<file path="src/rtl/spi_xfer_sched_pkg.sv">
// spi_xfer_sched_pkg: SFR map, FSM encoding and fixed register values
// shared by the SPI transfer scheduler.
package spi_xfer_sched_pkg;

    localparam logic [2:0] ADDR_CR1 = 3'd0;
    localparam logic [2:0] ADDR_CR2 = 3'd1;
    localparam logic [2:0] ADDR_BR  = 3'd2;
    localparam logic [2:0] ADDR_DR1 = 3'd3;
    localparam logic [2:0] ADDR_SR  = 3'd3;
    localparam logic [2:0] ADDR_DR2 = 3'd5;

    localparam logic [7:0] CR1_MASTER = 8'h10;
    localparam logic [7:0] CR2_INIT   = 8'h01;
    localparam logic [7:0] SSN_IDLE   = 8'hFF;

    typedef enum logic [3:0] {
        S_INIT,
        S_IDLE,
        S_ARB,
        S_WR_CR1,
        S_WR_BR,
        S_WR_DR,
        S_WAIT_LO,
        S_WAIT_HI,
        S_RD,
        S_ABORT,
        S_FIN
    } state_e;

endpackage

</file>
<file path="src/rtl/spi_xfer_sched_if.sv">
// spi_xfer_sched_if: requester bundle plus the SPI SFR port, bundled
// so the scheduler (master) and its environment (slave) share one port.
interface spi_xfer_sched_if #(
    parameter int NREQ = 4
);
    logic [NREQ-1:0]       req;
    logic [NREQ-1:0][7:0]  req_cr1;
    logic [NREQ-1:0][7:0]  req_br;
    logic [NREQ-1:0][7:0]  req_ssn;
    logic [NREQ-1:0][7:0]  req_txd;
    logic [NREQ-1:0]       done;
    logic                  err;
    logic [7:0]            rxd;
    logic                  busy;
    logic                  sfrwe;
    logic [2:0]            sfraddr_w;
    logic [2:0]            sfraddr_r;
    logic [7:0]            spidata_o;
    logic [7:0]            sfrdatai;
    logic [7:0]            spssn_o;

    modport master (
        input  req, req_cr1, req_br, req_ssn, req_txd, sfrdatai,
        output done, err, rxd, busy,
        output sfrwe, sfraddr_w, sfraddr_r, spidata_o, spssn_o
    );

    modport slave (
        output req, req_cr1, req_br, req_ssn, req_txd, sfrdatai,
        input  done, err, rxd, busy,
        input  sfrwe, sfraddr_w, sfraddr_r, spidata_o, spssn_o
    );
endinterface

</file>
<file path="src/rtl/spi_xfer_sched_rr_arbiter.sv">
// rr_arbiter: combinational round-robin pick of the first request at or
// after ptr_i, wrapping; returns one-hot grant and binary index.
module rr_arbiter #(
    parameter int NREQ = 4
) (
    input  logic [NREQ-1:0]                         req_i,
    input  logic [((NREQ > 1) ? $clog2(NREQ) : 1)-1:0] ptr_i,
    output logic [NREQ-1:0]                         gnt_o,
    output logic [((NREQ > 1) ? $clog2(NREQ) : 1)-1:0] idx_o,
    output logic                                    valid_o
);
    localparam int IW = (NREQ > 1) ? $clog2(NREQ) : 1;

    logic [NREQ-1:0] rot;
    logic [IW:0]     pos;

    // Rotate so bit k is requester (ptr+k) mod NREQ; lowest k wins.
    always_comb begin
        rot     = NREQ'({req_i, req_i} >> ptr_i);
        pos     = '0;
        idx_o   = '0;
        valid_o = 1'b0;
        gnt_o   = '0;
        for (int k = NREQ - 1; k >= 0; k--) begin
            if (rot[k]) begin
                pos = {1'b0, ptr_i} + (IW + 1)'(k);
                if (pos >= (IW + 1)'(NREQ)) begin
                    pos = pos - (IW + 1)'(NREQ);
                end
                idx_o   = pos[IW-1:0];
                valid_o = 1'b1;
            end
        end
        for (int k = 0; k < NREQ; k++) begin
            gnt_o[k] = valid_o && (idx_o == IW'(k));
        end
    end
endmodule

</file>
<file path="src/rtl/spi_xfer_sched.sv">
// spi_xfer_sched: round-robin owner of one SPI controller's SFR port;
// programs CR1/BR/DR1 per grant, polls SPISR[0], returns SPIDR2.
module spi_xfer_sched
    import spi_xfer_sched_pkg::*;
#(
    parameter int NREQ        = 4,
    parameter int TIMEOUT_CYC = 4096
) (
    input logic              clk,
    input logic              rst_n,
    spi_xfer_sched_if.master bus
);
    localparam int IW = (NREQ > 1) ? $clog2(NREQ) : 1;
    localparam int CW = (TIMEOUT_CYC > 1) ? $clog2(TIMEOUT_CYC) : 1;
    localparam logic [CW-1:0] CNT_LAST = CW'(TIMEOUT_CYC - 1);

    state_e          state_q, state_d;
    logic [IW-1:0]   idx_q, idx_d;
    logic [IW-1:0]   ptr_q, ptr_d;
    logic [NREQ-1:0] gnt_q, gnt_d;
    logic [CW-1:0]   cnt_q, cnt_d;
    logic            we_q, we_d;
    logic [2:0]      waddr_q, waddr_d;
    logic [2:0]      raddr_q, raddr_d;
    logic [7:0]      wdata_q, wdata_d;
    logic [7:0]      ssn_q, ssn_d;
    logic [7:0]      rxd_q, rxd_d;
    logic [NREQ-1:0] done_q, done_d;
    logic            err_q, err_d;
    logic            busy_q, busy_d;

    logic [NREQ-1:0] arb_gnt;
    logic [IW-1:0]   arb_idx;
    logic            arb_valid;

    rr_arbiter #(.NREQ(NREQ)) u_arb (
        .req_i   (bus.req),
        .ptr_i   (ptr_q),
        .gnt_o   (arb_gnt),
        .idx_o   (arb_idx),
        .valid_o (arb_valid)
    );

    always_ff @(posedge clk) begin
        if (!rst_n) begin
            state_q <= S_INIT;
            idx_q   <= '0;
            ptr_q   <= '0;
            gnt_q   <= '0;
            cnt_q   <= '0;
            we_q    <= 1'b0;
            waddr_q <= '0;
            raddr_q <= '0;
            wdata_q <= '0;
            ssn_q   <= SSN_IDLE;
            rxd_q   <= '0;
            done_q  <= '0;
            err_q   <= 1'b0;
            busy_q  <= 1'b0;
        end else begin
            state_q <= state_d;
            idx_q   <= idx_d;
            ptr_q   <= ptr_d;
            gnt_q   <= gnt_d;
            cnt_q   <= cnt_d;
            we_q    <= we_d;
            waddr_q <= waddr_d;
            raddr_q <= raddr_d;
            wdata_q <= wdata_d;
            ssn_q   <= ssn_d;
            rxd_q   <= rxd_d;
            done_q  <= done_d;
            err_q   <= err_d;
            busy_q  <= busy_d;
        end
    end

    // Bus outputs are registered: each state's write lands the next cycle.
    always_comb begin
        state_d = state_q;
        idx_d   = idx_q;
        ptr_d   = ptr_q;
        gnt_d   = gnt_q;
        cnt_d   = cnt_q;
        we_d    = 1'b0;
        waddr_d = waddr_q;
        raddr_d = raddr_q;
        wdata_d = wdata_q;
        ssn_d   = ssn_q;
        rxd_d   = rxd_q;
        done_d  = '0;
        err_d   = err_q;
        busy_d  = busy_q;
        unique case (state_q)
            S_INIT: begin
                we_d    = 1'b1;
                waddr_d = ADDR_CR2;
                wdata_d = CR2_INIT;
                state_d = S_IDLE;
            end
            S_IDLE: begin
                busy_d = 1'b0;
                if (|bus.req) state_d = S_ARB;
            end
            S_ARB: begin
                if (arb_valid) begin
                    idx_d   = arb_idx;
                    gnt_d   = arb_gnt;
                    busy_d  = 1'b1;
                    ssn_d   = bus.req_ssn[arb_idx];
                    state_d = S_WR_CR1;
                end else begin
                    state_d = S_IDLE;
                end
            end
            S_WR_CR1: begin
                we_d    = 1'b1;
                waddr_d = ADDR_CR1;
                wdata_d = bus.req_cr1[idx_q] | CR1_MASTER;
                state_d = S_WR_BR;
            end
            S_WR_BR: begin
                we_d    = 1'b1;
                waddr_d = ADDR_BR;
                wdata_d = bus.req_br[idx_q];
                state_d = S_WR_DR;
            end
            S_WR_DR: begin
                we_d    = 1'b1;
                waddr_d = ADDR_DR1;
                wdata_d = bus.req_txd[idx_q];
                raddr_d = ADDR_SR;
                cnt_d   = '0;
                state_d = S_WAIT_LO;
            end
            S_WAIT_LO: begin
                cnt_d = cnt_q + CW'(1);
                if (cnt_q == CNT_LAST) state_d = S_ABORT;
                else if (!bus.sfrdatai[0]) state_d = S_WAIT_HI;
            end
            S_WAIT_HI: begin
                cnt_d = cnt_q + CW'(1);
                if (cnt_q == CNT_LAST) begin
                    state_d = S_ABORT;
                end else if (bus.sfrdatai[0]) begin
                    raddr_d = ADDR_DR2;
                    state_d = S_RD;
                end
            end
            S_RD: begin
                rxd_d   = bus.sfrdatai;
                done_d  = gnt_q;
                err_d   = 1'b0;
                state_d = S_FIN;
            end
            S_ABORT: begin
                we_d    = 1'b1;
                waddr_d = ADDR_CR1;
                wdata_d = 8'h00;
                rxd_d   = 8'h00;
                done_d  = gnt_q;
                err_d   = 1'b1;
                state_d = S_FIN;
            end
            S_FIN: begin
                ssn_d   = SSN_IDLE;
                busy_d  = 1'b0;
                ptr_d   = (idx_q == IW'(NREQ - 1)) ? '0 : idx_q + IW'(1);
                state_d = S_IDLE;
            end
            default: state_d = S_INIT;
        endcase
    end

    assign bus.sfrwe     = we_q;
    assign bus.sfraddr_w = waddr_q;
    assign bus.sfraddr_r = raddr_q;
    assign bus.spidata_o = wdata_q;
    assign bus.spssn_o   = ssn_q;
    assign bus.done      = done_q;
    assign bus.err       = err_q;
    assign bus.rxd       = rxd_q;
    assign bus.busy      = busy_q;

endmodule

</file>
<file path="src/flat_wrapper.sv">
// flat-port wrapper written by rule: the top's interface ports become plain ports
module spi_xfer_sched_flat import spi_xfer_sched_pkg::*;
#(
    parameter int NREQ        = 4,
    parameter int TIMEOUT_CYC = 4096
)
  (clk, rst_n, bus_req, bus_req_cr1, bus_req_br, bus_req_ssn, bus_req_txd, bus_sfrdatai, bus_done, bus_err, bus_rxd, bus_busy, bus_sfrwe, bus_sfraddr_w, bus_sfraddr_r, bus_spidata_o, bus_spssn_o);
  spi_xfer_sched_if #(.NREQ(NREQ)) bus_i ();
  input logic clk;
  input logic rst_n;
  input wire logic [$bits(bus_i.req)-1:0] bus_req;
  input wire logic [$bits(bus_i.req_cr1)-1:0] bus_req_cr1;
  input wire logic [$bits(bus_i.req_br)-1:0] bus_req_br;
  input wire logic [$bits(bus_i.req_ssn)-1:0] bus_req_ssn;
  input wire logic [$bits(bus_i.req_txd)-1:0] bus_req_txd;
  input wire logic [$bits(bus_i.sfrdatai)-1:0] bus_sfrdatai;
  output wire logic [$bits(bus_i.done)-1:0] bus_done;
  output wire logic [$bits(bus_i.err)-1:0] bus_err;
  output wire logic [$bits(bus_i.rxd)-1:0] bus_rxd;
  output wire logic [$bits(bus_i.busy)-1:0] bus_busy;
  output wire logic [$bits(bus_i.sfrwe)-1:0] bus_sfrwe;
  output wire logic [$bits(bus_i.sfraddr_w)-1:0] bus_sfraddr_w;
  output wire logic [$bits(bus_i.sfraddr_r)-1:0] bus_sfraddr_r;
  output wire logic [$bits(bus_i.spidata_o)-1:0] bus_spidata_o;
  output wire logic [$bits(bus_i.spssn_o)-1:0] bus_spssn_o;
  assign bus_i.req = bus_req;
  assign bus_i.req_cr1 = bus_req_cr1;
  assign bus_i.req_br = bus_req_br;
  assign bus_i.req_ssn = bus_req_ssn;
  assign bus_i.req_txd = bus_req_txd;
  assign bus_i.sfrdatai = bus_sfrdatai;
  assign bus_done = bus_i.done;
  assign bus_err = bus_i.err;
  assign bus_rxd = bus_i.rxd;
  assign bus_busy = bus_i.busy;
  assign bus_sfrwe = bus_i.sfrwe;
  assign bus_sfraddr_w = bus_i.sfraddr_w;
  assign bus_sfraddr_r = bus_i.sfraddr_r;
  assign bus_spidata_o = bus_i.spidata_o;
  assign bus_spssn_o = bus_i.spssn_o;
  spi_xfer_sched #(.NREQ(NREQ), .TIMEOUT_CYC(TIMEOUT_CYC)) u_core (.clk(clk), .rst_n(rst_n), .bus(bus_i));
endmodule
</file>
<file path="config.mk">
export PLATFORM = sky130hd
export DESIGN_NAME = spi_xfer_sched_flat
export DESIGN_NICKNAME = d
export VERILOG_FILES = /design/src/rtl/spi_xfer_sched_pkg.sv /design/src/rtl/spi_xfer_sched_if.sv /design/src/rtl/spi_xfer_sched_rr_arbiter.sv /design/src/rtl/spi_xfer_sched.sv /design/src/flat_wrapper.sv
export SDC_FILE = /design/constraint.sdc
export NUM_CORES = 1
export LEC_CHECK = 0
export BUFFER_PORTS_ARGS = -buffer_cell sky130_fd_sc_hd__buf_2
export CORE_MARGIN = 2
export CORE_UTILIZATION = 43
export CTS_BUF_LIST = sky130_fd_sc_hd__clkbuf_8
export DETAILED_ROUTE_END_ITERATION = 16
export PLACE_DENSITY = 0.79
export SYNTH_ARGS = -nofsm -noshare
export SYNTH_HDL_FRONTEND = slang
export SYNTH_HIERARCHICAL = 1
export SYNTH_SLANG_ARGS = --single-unit
</file>
<file path="constraint.sdc">
create_clock -name clk -period 2.2 [get_ports clk]
set_clock_uncertainty 0.1 [all_clocks]
set_input_delay 0.11 -clock clk [delete_from_list [all_inputs] [get_ports clk]]
set_output_delay 0.11 -clock clk [all_outputs]
set_load 0.01 [all_outputs]
</file>
==> results of run 1 <==
[area by class of cell]
type	instances	share of cell area [%]
multi-input cells	304	45.3
flip-flops and latches	60	24.7
repair buffers	202	22.7
well taps	105	2.70
clock buffers	9	2.54
clock inverters	7	1.54
inverters	7	0.539
[cells in the mapped netlist, types with 2 or more instances]
library cell	count
a21oi_1	32
or4_1	3
ha_1	2
buf_2	6
o21ai_1	5
nor3_1	8
o21ai_0	14
nand3_1	14
and3_1	7
a221oi_1	2
nand2b_1	9
a211oi_2	2
dfxtp_1	60
nand3b_1	4
nand2_1	53
mux2i_1	4
clkbuf_1	16
o21a_1	2
a22oi_1	21
a222oi_1	2
o211a_1	2
a311oi_1	3
a31oi_1	4
inv_1	7
or3_1	3
mux4_2	30
nor2b_1	6
o22ai_1	3
nor2_1	47
buf_4	3
and2_1	3
[timing repair]
action | CTS | global route
hold endpoints to repair | 8 | 0
endpoints found under the setup margin | 0 | 17
hold buffers | 8 | 0
resized for setup | 0 | 4
[state kept, by name, indices dropped and copies added (netlist names), 3 cells and up]
name / cells
u_core/bus.spssn_o: 8
u_core/state_q: 4
u_core/bus.rxd: 8
u_core/bus.sfraddr_r: 3
u_core/bus.done: 4
u_core/cnt_q: 12
u_core/gnt_q: 4
u_core/bus.spidata_o: 8
[report_power, final]
group / switching, mW / internal, mW
sequential: 0.0535 / 1.15
combinational: 0.368 / 0.374
clock: 0.465 / 0.527
total: 0.887 / 2.05
[how the worst max path moves through the flow]
stage                                                      end                          from  slack (ps)  cells after the start
after floorplan             u_core/bus.spssn_o[0]$_SDFFE_PN1P_  u_core/ptr_q[0]$_SDFFE_PN0P_         230                      7
after global placement      u_core/bus.spssn_o[7]$_SDFFE_PN1P_  u_core/ptr_q[0]$_SDFFE_PN0P_         120                      7
after detailed placement    u_core/bus.spssn_o[0]$_SDFFE_PN1P_  u_core/ptr_q[0]$_SDFFE_PN0P_          50                      7
after CTS                   u_core/bus.spssn_o[0]$_SDFFE_PN1P_  u_core/ptr_q[0]$_SDFFE_PN0P_          30                      7
after global routing      u_core/bus.sfraddr_r[0]$_SDFFE_PN0P_  u_core/cnt_q[0]$_SDFFE_PN0P_          30                      6
final                       u_core/bus.spssn_o[0]$_SDFFE_PN1P_  u_core/ptr_q[0]$_SDFFE_PN0P_         140                      7
[cells by family (layout without fill, tap and decap cells)]
logic type	after synthesis	after routing	synth area share, %
mux	35	35	20.5
buf+inv	34	225	4.33
other cells	1	1	0.106
compound gates	100	100	18.2
flops	60	60	33.8
xor+xnor	1	1	0.247
simple gates	165	165	22.1
fa+ha+maj	2	2	0.705
[routing by layer]
layer  up-vias  routed length [um]  GRT usage [%]
li1       1849                   -              -
met3        17                 688           5.11
met2       166                5350           40.7
met5         -                   0              0
met4         0                 164           8.21
met1      1831                4260           28.2
[through the flow]
step	setup slack (ps)	hold WS (ps)
after floorplan	231	158
after global placement	117	250
after detailed placement	51.0	258
after CTS	32.7	6.82
after global routing	27.8	17.0
final	139	18.7
==> results.json, run 1 <==
{
  "outcome": "finished, final reports clean",
  "design_area_mm2": 0.00487,
  "drc": 0,
  "rows": 33,
  "synth_cell_types": 52,
  "critical_path_buf_inv_count": 1,
  "synth-edff-count": 0,
  "fmax_ghz": 0.485,
  "period_share_pct": 93.7,
  "power_density_mw_per_mm2": 602,
  "yosysWarnings": 6,
  "grt-ovfl-total": 0,
  "dp_hpwl_um": 8150,
  "hold_viol": 0,
  "tightest_slew_ps": 618,
  "clk_path_buf_depth": 2,
  "critical_path_arrival_ps": 2160,
  "drv_cap": 0,
  "grt_antenna_before_repair": 0,
  "final_cell_mix": "173 x buf_2, 58 x dfxtp_1, 53 x nand2_1",
  "yosysSeqAreaShare_pct": 33.8,
  "critical_path_class": "reg2reg",
  "place_area_mm2": 0.00458,
  "cts-buffers-inserted": 9,
  "dp_cells": 670,
  "crit_family": "multiplexers",
  "antenna_left": 0,
  "holdPathEnd": "u_core/bus.sfraddr_r[0]$_SDFFE_PN0P_",
  "fin_crit_ps": 2060,
  "async_reset_ff_share_pct": 0,
  "tritoncts": "yes",
  "synth_top_area_share_pct": 33.8,
  "path_cells": "nand2b_1, o21ai_1, a211oi_2, buf_6, mux4_2, nand2_1, nand3_1",
  "multi_input_area_mm2": 0.00221,
  "grt_start_max_net_pins": 22,
  "slew_viol_final": 0,
  "wirelength_um": 10500,
  "fillers": 729,
  "clock_tree.root_cell": "clkbuf_8",
  "grt_first_pass_wirelength_um": 16500,
  "avgSynthCellArea_um2": 8.92,
  "synth-seq-cells": 60,
  "vias": 3863,
  "r2r-end": "u_core/bus.spssn_o[0]$_SDFFE_PN1P_",
  "p_total_mw": 2.94,
  "path_clk_slew_ps": 70,
  "slew_headroom_pct": 58.7,
  "final_util_pct": 60.2,
  "synthCells": 398,
  "synthTopCellsByArea": "dfxtp_1 34%, mux4_2 19%, nand2_1 5.6%",
  "worstHoldPathCells": 2,
  "final_cells": 694,
  "crit_path_max_fanout": 8,
  "io_buffers": 173,
  "grt_pass1_vias": 3656,
  "dr.pass1.iters": 5,
  "drtIter0Drc": 252,
  "syn-num-nets": 542,
  "rr_startpoint": "u_core/ptr_q[0]$_SDFFE_PN0P_",
  "synthFlopType": "dfxtp_1",
  "worstPathRequired_ps": 2300,
  "cts.sinks": 60,
  "start_kind": "flop",
  "synth_top_area_cell": "dfxtp_1",
  "ir_drop_v": 0.000308,
  "endpoint_kind": "flop",
  "die_area_mm2": 0.00900,
  "setup_viol": 0,
  "hp-class": "in2reg",
  "seqCellArea_mm2": 0.00120,
  "synth_area_mm2": 0.00355,
  "grt_usage_pct": 23.3,
  "rsz0062_at_grt": "no",
  "vias_per_cell": 5.57,
  "r2r_setup_slack_ps": 140,
  "ff2ff_path_depth": 7,
  "tns_ps": 0,
  "layout_commonest_cell": "buf_2",
  "p_leak_nw": 2.12,
  "cts_setup_buffers": 0,
  "drive_above_1_share_pct": 42.6,
  "gp_congestion": 0.841,
  "diodes": 0,
  "core_area_mm2": 0.00809,
  "die_h_um": 94.9,
  "wl_per_cell_um": 15.1,
  "max_stage_delay_ps": 510,
  "h-tree-depth": 3,
  "slowest_stage": "mux4_2",
  "nets": 728,
  "ios": 179,
  "start_util_pct": 43.9,
  "syn_to_final_growth_pct": 37.2,
  "clk_latency_ps": 340,
  "die_x_um": 94.9,
  "min-delay-start": "rst_n"
}
(Power assumes the default switching activity.)
==> run 2, diff against run 1 <==
--- a/config.mk
+++ b/config.mk
@@ -6,6 +6,7 @@
 export NUM_CORES = 1
 export LEC_CHECK = 0
 export BUFFER_PORTS_ARGS = -buffer_cell sky130_fd_sc_hd__buf_2
+export CORE_ASPECT_RATIO = 0.8
 export CORE_MARGIN = 2
 export CORE_UTILIZATION = 43
 export CTS_BUF_LIST = sky130_fd_sc_hd__clkbuf_8
==> run 2 against run 1 <==
  * Sequential share of layout area down 0.25 points
  * Count of clock-buffer cells in the layout unchanged
  * Worst hold slack worse by 2.3 ps
  * First-iteration DRC count up 22%
  * Design area up 0.90%
  * Flip-flop and latch count unchanged
  * Via count up 0.23%
  * Critical path depth unchanged
==> results.json, run 2 (synthesis results as in run 1) <==
{
  "outcome": "finished, final reports clean",
  "rows": 29,
  "dr.pass1.iters": 5,
  "slowest_stage": "mux4_2",
  "tightest_slew_ps": 823,
  "ff2ff_path_depth": 7,
  "drv_cap": 0,
  "core_area_mm2": 0.00798,
  "postCtsResizedCells": 0,
  "slew_viol_final": 0,
  "cts-buffers-inserted": 9,
  "worstPathRequired_ps": 2340,
  "grt_usage_pct": 23.6,
  "grt-ovfl-total": 0,
  "critical_path_arrival_ps": 2210,
  "cts.sinks": 60,
  "critical_path_buf_inv_count": 1,
  "grt_antenna_before_repair": 1,
  "io_buffers": 173,
  "layout_commonest_cell": "buf_2",
  "wl_per_cell_um": 15.1,
  "gp_congestion": 0.863,
  "h-tree-depth": 3,
  "grt_first_pass_wirelength_um": 17200,
  "clk_latency_ps": 340,
  "regMostFlops": "u_core/cnt_q",
  "p_leak_nw": 2.15,
  "hp-class": "in2reg",
  "critical_path_class": "reg2reg",
  "drc": 0,
  "crit_path_max_fanout": 9,
  "die_area_mm2": 0.00901,
  "die_x_um": 106,
  "r2r-end": "u_core/bus.spssn_o[6]$_SDFFE_PN1P_",
  "slew_headroom_pct": 44.7,
  "path_cells": "nand2b_1, o21ai_1, a211oi_2, buf_4, mux4_2, nand2_1, nand3_1",
  "fmax_ghz": 0.482,
  "rsz0062_at_grt": "no",
  "drive_above_1_share_pct": 42.3,
  "final_cell_mix": "173 x buf_2, 59 x dfxtp_1, 53 x nand2_1",
  "drtIter0Drc": 307,
  "wirelength_um": 10600,
  "rr_startpoint": "u_core/ptr_q[0]$_SDFFE_PN0P_",
  "antenna_left": 0,
  "grt_start_max_net_pins": 28,
  "path_clk_slew_ps": 70,
  "r2r_setup_slack_ps": 120,
  "die_h_um": 85.3,
  "min-delay-start": "rst_n",
  "tns_ps": 0,
  "fin_crit_ps": 2080,
  "tritoncts": "yes",
  "ir_drop_v": 0.000325,
  "nets": 730,
  "vias": 3872,
  "dp_hpwl_um": 8140,
  "grt_pass1_vias": 3706,
  "max_stage_delay_ps": 520,
  "syn_to_final_growth_pct": 38.5,
  "clock_tree.root_cell": "clkbuf_8",
  "endpoint_kind": "flop",
  "start_util_pct": 44.5,
  "holdPathEnd": "u_core/bus.sfraddr_r[0]$_SDFFE_PN0P_",
  "final_util_pct": 61.6,
  "clk_path_buf_depth": 2,
  "worstHoldPathCells": 2,
  "crit_family": "multiplexers",
  "start_kind": "flop",
  "hold_viol": 0,
  "ios": 179,
  "vias_per_cell": 5.53,
  "largest_register_ff_count": 12,
  "setup_viol": 0,
  "power_density_mw_per_mm2": 621,
  "period_share_pct": 94.4
}
==> run 2: cell types whose count changed in the layout (fill, tap and decap cells not counted), moves of 2 or more <==
cell        before  now
clkinv_4         0    3
clkinvlp_4       3    0
buf_4           20   22
nor3_1           6    8
nor3_2           2    0
==> run 2: cell type report <==
| class | count | area (um^2) |
|---|---|---|
| antenna | 1 | 2.50 |
| clock buffer | 9 | 124 |
| clock inverter | 7 | 100 |
| fill | 721 | 3070 |
| inverter | 7 | 26.3 |
| multi-input combinational | 304 | 2200 |
| sequential | 60 | 1200 |
| tap | 108 | 135 |
| timing repair buffer | 204 | 1130 |
==> run 2: how the worst max path moves through the flow <==
stage / startpoint / end / depth (start not counted) / slack, ps
after global placement: u_core/ptr_q[0]$_SDFFE_PN0P_ / u_core/bus.spssn_o[3]$_SDFFE_PN1P_ / 7 / 210
after floorplan: u_core/ptr_q[0]$_SDFFE_PN0P_ / u_core/bus.spssn_o[0]$_SDFFE_PN1P_ / 7 / 230
after global routing: u_core/ptr_q[0]$_SDFFE_PN0P_ / u_core/bus.spssn_o[2]$_SDFFE_PN1P_ / 7 / 10
final: u_core/ptr_q[0]$_SDFFE_PN0P_ / u_core/bus.spssn_o[6]$_SDFFE_PN1P_ / 7 / 120
after detailed placement: u_core/ptr_q[0]$_SDFFE_PN0P_ / u_core/bus.spssn_o[0]$_SDFFE_PN1P_ / 7 / 140
after CTS: u_core/ptr_q[0]$_SDFFE_PN0P_ / u_core/bus.spssn_o[0]$_SDFFE_PN1P_ / 7 / 130
==> run 2: stage by stage <==
stage               power (mW)  std cells  hold WS [ps]  instance area [um^2]  worst slack (ps)
floorplan                 1.65        398           158                  3550               231
global placement          1.92        675           251                  4610               210
detailed placement        1.94        675           266                  4610               144
CTS                       3.07        699         0.634                  4910               126
global route              3.20        699          20.8                  4910              10.7
finish                    3.05        700          16.4                  4920               123
==> run 2: routing by layer <==
layer,global-route usage [%],up-vias,wire [um]
li1,-,1854,-
met1,30.3,1806,4390
met2,39.3,200,5150
met3,5.91,12,887
met4,7.89,0,119
met5,0,-,0
==> run 2: where the power goes <==
group | leakage [nW] | switching, mW | total (mW) | internal (mW)
Combinational | 1.55 | 0.355 | 0.727 | 0.372
Clock | 0.114 | 0.473 | 1.12 | 0.645
Sequential | 0.487 | 0.0606 | 1.21 | 1.15
==> run 2: what timing repair did <==
item                                    CTS  global route
endpoints found under the setup margin    0             0
buffers inserted                          0             0
hold buffers                              8             0
hold endpoints to repair                  8             0
